**src/rtl/uart_send.sv**
```systemverilog
// UART transmitter: pops bytes from the FIFO read port and sends them as
// start + DATA_BITS (LSB first) + STOP_BITS frames, timed by baud_tick.
// Ports: clk, rst (sync, active-high), baud_tick, data_out/data_out_wait
//        (FIFO read data / waitrequest), data_out_read, tx_wire, busy, tx_done.
module uart_send #(
    parameter int DATA_BITS  = 8,
    parameter int OVERSAMPLE = 16,
    parameter int STOP_BITS  = 1
) (
    input  logic                 clk,
    input  logic                 rst,
    input  logic                 baud_tick,
    input  logic [DATA_BITS-1:0] data_out,
    input  logic                 data_out_wait,
    output logic                 data_out_read,
    output logic                 tx_wire,
    output logic                 busy,
    output logic                 tx_done
);

    localparam int TW   = (OVERSAMPLE > 1) ? $clog2(OVERSAMPLE) : 1;
    localparam int BMAX = (DATA_BITS > STOP_BITS) ? DATA_BITS : STOP_BITS;
    localparam int BW   = (BMAX > 1) ? $clog2(BMAX) : 1;

    localparam logic [TW-1:0] TICK_LAST = TW'(OVERSAMPLE - 1);
    localparam logic [BW-1:0] DATA_LAST = BW'(DATA_BITS - 1);
    localparam logic [BW-1:0] STOP_LAST = BW'(STOP_BITS - 1);

    typedef enum logic [2:0] {
        IDLE,
        FETCH,
        START,
        DATA,
        STOP
    } state_t;

    state_t               state_q, state_d;
    logic [TW-1:0]        tick_q, tick_d;
    logic [BW-1:0]        bit_q, bit_d;
    logic [DATA_BITS-1:0] shift_q, shift_d;
    logic                 tx_q, tx_d;
    logic                 read_q, read_d;
    logic                 busy_q, busy_d;
    logic                 done_q, done_d;
    logic                 bit_end;

    always_comb begin
        state_d = state_q;
        tick_d  = tick_q;
        bit_d   = bit_q;
        shift_d = shift_q;
        done_d  = 1'b0;
        bit_end = 1'b0;

        unique case (state_q)
            IDLE: begin
                state_d = FETCH;
            end
            FETCH: begin
                // counters start from zero for the start bit
                tick_d = '0;
                bit_d  = '0;
                if (!data_out_wait) begin
                    shift_d = data_out;
                    state_d = START;
                end
            end
            START, DATA, STOP: begin
                if (baud_tick) begin
                    if (tick_q == TICK_LAST) begin
                        bit_end = 1'b1;
                        tick_d  = '0;
                    end else begin
                        tick_d = tick_q + 1'b1;
                    end
                end
                if (bit_end) begin
                    if (state_q == START) begin
                        state_d = DATA;
                    end else if (state_q == DATA) begin
                        shift_d = shift_q >> 1;
                        if (bit_q == DATA_LAST) begin
                            bit_d   = '0;
                            state_d = STOP;
                        end else begin
                            bit_d = bit_q + 1'b1;
                        end
                    end else begin
                        if (bit_q == STOP_LAST) begin
                            bit_d   = '0;
                            done_d  = 1'b1;
                            state_d = FETCH;
                        end else begin
                            bit_d = bit_q + 1'b1;
                        end
                    end
                end
            end
            default: begin
                state_d = IDLE;
            end
        endcase

        // outputs are registered, so they follow the next state
        read_d = (state_d == FETCH);
        busy_d = (state_d == START) || (state_d == DATA) ||
                 (state_d == STOP);
        unique case (state_d)
            START:   tx_d = 1'b0;
            DATA:    tx_d = shift_d[0];
            default: tx_d = 1'b1;
        endcase
    end

    always_ff @(posedge clk) begin
        if (rst) begin
            state_q <= IDLE;
            tick_q  <= '0;
            bit_q   <= '0;
            shift_q <= '0;
            tx_q    <= 1'b1;
            read_q  <= 1'b0;
            busy_q  <= 1'b0;
            done_q  <= 1'b0;
        end else begin
            state_q <= state_d;
            tick_q  <= tick_d;
            bit_q   <= bit_d;
            shift_q <= shift_d;
            tx_q    <= tx_d;
            read_q  <= read_d;
            busy_q  <= busy_d;
            done_q  <= done_d;
        end
    end

    assign data_out_read = read_q;
    assign tx_wire       = tx_q;
    assign busy          = busy_q;
    assign tx_done       = done_q;

endmodule

```
**config.mk**
```make
export PLATFORM = sky130hd
export DESIGN_NAME = uart_send
export DESIGN_NICKNAME = d
export VERILOG_FILES = /design/src/rtl/uart_send.sv
export SDC_FILE = /design/constraint.sdc
export NUM_CORES = 1
export LEC_CHECK = 0
export CAP_MARGIN = 25
export CORE_ASPECT_RATIO = 1.5
export CORE_UTILIZATION = 57
export CTS_BUF_LIST = sky130_fd_sc_hd__clkbuf_8
export DETAILED_ROUTE_END_ITERATION = 10
export PLACE_DENSITY = 0.82
export SLEW_MARGIN = 20
export SYNTH_ARGS = -nofsm -noshare
export SYNTH_HDL_FRONTEND = slang
export SYNTH_SLANG_ARGS = --single-unit
```
**constraint.sdc**
```tcl
create_clock -name clk -period 5.4 [get_ports clk]
set_clock_uncertainty 0.2 [all_clocks]
set_input_delay 1.08 -clock clk [delete_from_list [all_inputs] [get_ports clk]]
set_output_delay 1.08 -clock clk [all_outputs]
set_load 0.005 [all_outputs]
```
==> flow_summary.json <==
{
  "outcome": "complete, no violations",
  "synthFlopType": "dfxtp_1",
  "critical_path_class": "input pin to flop",
  "dieArea_um2": 2250,
  "grt_max_degree": 25,
  "synth_nets": 148,
  "cp_slowest_stage_delay_ps": 590,
  "drv_cap": 0,
  "grt_antenna_before_repair": 0,
  "gr-usage-met3_pct": 4.98,
  "end_kind": "flop",
  "yosysWarningCount": 0,
  "core_um2": 1880,
  "cts.sinks": 22,
  "vias": 1034,
  "first_pass_iters": 4,
  "grt_pass1_vias": 939,
  "synth-edff-count": 0,
  "rsz0062_at_grt": "false",
  "crit_buf_inv": 1,
  "ir_worst_vdd_uv": 199,
  "area_delta_synth_final_pct": 15.2,
  "routed_wl_um": 2380,
  "n_antenna_cell": 0,
  "required_ps": 5330,
  "critPathTopFamily": "buffers and inverters",
  "start_util_pct": 62.6,
  "yosys_register_bits": 22,
  "power_density_nw_per_um2": 245,
  "die_w_um": 39.1,
  "post-cts-setup-buffer-count": 0,
  "wl_per_cell_um": 14.5,
  "period_minus_slack_ps": 3000,
  "grt_use_total_pct": 24.0,
  "cp_cell_sequence": "clkdlybuf4s50_1 -> nand4_2 -> nor2_4 -> mux2_1 -> a222oi_1 -> o31ai_1",
  "post_cts_resized": 0,
  "cts_buffer_depth": 2,
  "fmax_mhz": 333,
  "hold_viol_final": 0,
  "ctsHoldBuffers": 0,
  "holdCritPathClass": "flop to flop",
  "drive_gt1_share_pct": 9.09,
  "numCtsBuffers": 3,
  "port_buffers": 15,
  "setup_slack_ps": 2400,
  "grt_overflow": 0,
  "avgSynthCellArea_um2": 8.91,
  "leakage_nw": 0.506,
  "seq_area_um2": 440,
  "fillers": 153,
  "finalSetupViolations": 0,
  "root_buffer": "clkbuf_8",
  "ioPinCount": 16,
  "syn_inst": 132,
  "clock_latency_ps": 260,
  "use_met2_pct": 41.0,
  "layout.core_utilization_pct": 72.2,
  "setup_tns_ps": 0,
  "antenna_left": 0,
  "cp.arrival_ps": 2930,
  "layout.nets": 161,
  "tightest_slew_ps": 774,
  "cts_max_level": 1,
  "clkSlewWorstSetupHoldPaths_ps": 70,
  "max_slew_margin_pct": 48.3,
  "pre_cts_slack_ps": 2140,
  "drt_iter0_markers": 64,
  "rrSetupSlack_ps": 2870,
  "cp-start-kind": "input pin",
  "route.detailed.drc": 0,
  "cp_slowest_cell": "clkdlybuf4s50_1",
  "avgViaCountPerCell": 6.30,
  "grt_pass1_wl_um": 3910,
  "async_flop_share_pct": 0,
  "cts_tree": "done",
  "grt_use_met1_pct": 29.0,
  "cp_max_fo": 8,
  "multi_input_area_um2": 678,
  "place_congestion": 0.813,
  "ys_seq_area_share_pct": 37.4,
  "synth_cell_types": 46,
  "place_hpwl_um": 1720,
  "post-route-period-util_pct": 55.6,
  "grt.busiest_layer": "met2",
  "netlist_area_um2": 1180,
  "rows": 19,
  "dieHeight_um": 57.6,
  "maxSlewViolCount": 0
}
==> cell usage in the layout (no fill, tap or decap), types with 2 or more instances in the layout <==
cell type        instances
dfxtp_1                 22
nor2_1                  17
clkdlybuf4s50_1         15
a21oi_1                 13
a222oi_1                 7
inv_1                    4
or3_1                    4
o21ai_0                  4
ha_1                     4
nor2b_1                  3
and3_1                   3
nand2_1                  3
nor3_1                   3
a311oi_1                 3
clkbuf_8                 3
a2111oi_0                2
mux2i_1                  2
nand3_1                  2
or2_1                    2
a22oi_1                  2
==> stage by stage <==
| stage | total power [mW] | instances | cell area [µm²] | hold slack [ps] |
|---|---|---|---|---|
| after floorplan | 0.217 | 132 | 1180 | 262 |
| after global placement | 0.235 | 161 | 1310 | 277 |
| after detailed placement | 0.236 | 161 | 1310 | 294 |
| after CTS | 0.334 | 164 | 1360 | 308 |
| after global routing | 0.346 | 164 | 1360 | 336 |
| final | 0.332 | 164 | 1360 | 307 |
==> worst min-delay path, delay by kind of cell (launching register included) <==
kind / cells / cell delay (ps)
DFF: 1 / 330
and+or+nand+nor: 1 / 80
AOI/OAI and AO/OA: 1 / 60
==> cells in the mapped netlist (all sizes together), types with 2 or more instances <==
cell	n	area, µm²
nor3	4	25.0
buf	5	31.3
a21oi	14	73.8
a2111oi	2	17.5
nand2	3	11.3
dfxtp	22	440
clkbuf	2	7.51
and3	3	18.8
a311oi	3	26.3
nand3	2	10.0
or3	4	25.0
a222oi	7	70.1
or2	2	12.5
a22oi	2	15.0
nor2b	3	18.8
ha	4	50.1
nand3b	2	18.8
mux2i	2	20.0
nor3b	2	20.0
nor2	18	75.1
o21ai	4	20.0
and2b	2	17.5
nand2b	3	28.8
inv	5	18.8
==> power breakdown <==
group / total [mW] / switching [mW] / internal [mW]
Sequential: 0.180 / 0.0104 / 0.170
Clock: 0.0990 / 0.0493 / 0.0497
Combinational: 0.0530 / 0.0243 / 0.0286
Total: 0.332 / 0.0840 / 0.248
==> cell families after synthesis <==
logic type / Yosys count / synth area share, %
AO/OA/AOI/OAI: 38 / 22.9
flip-flops: 22 / 37.4
AND/OR/NAND/NOR: 52 / 27.1
multiplexers: 3 / 2.66
adder cells (fa/ha/maj): 4 / 4.26
XOR/XNOR: 1 / 0.745
buffers and inverters: 12 / 4.89
==> flip-flops by register name, summed over array words and instances, names as in the netlist <==
signal and count:
tx_wire 1, bit_q 3, busy 1, tx_done 1, state_q 3, shift_q 8, data_out_read 1, tick_q 4
==> final cells by class <==
| class | instances | share of cell area, % |
|---|---|---|
| repair buffers | 15 | 11.1 |
| flip-flops and latches | 22 | 32.5 |
| inverters | 5 | 1.39 |
| multi-input cells | 98 | 50.0 |
| well taps | 21 | 1.94 |
| clock buffers | 3 | 3.05 |
==> worst paths after layout <==
check / startpoint / depth (start not counted) / endpoint
setup / recovery: baud_tick / 6 / tx_wire
hold / removal: shift_q[2] / 2 / shift_q[1]
setup reg to reg: state_q[1] / 5 / tx_wire
hold reg to reg: shift_q[2] / 2 / shift_q[1]
==> layer usage <==
| layer | share of wire, % | vias to the layer above |
|---|---|---|
| li1 | - | 518 |
| met1 | 43 | 488 |
| met2 | 52 | 23 |
| met3 | 3.4 | 5 |
| met4 | 1.3 | 0 |
| met5 | 0 | - |
Power figures use the tool's default switching activity.
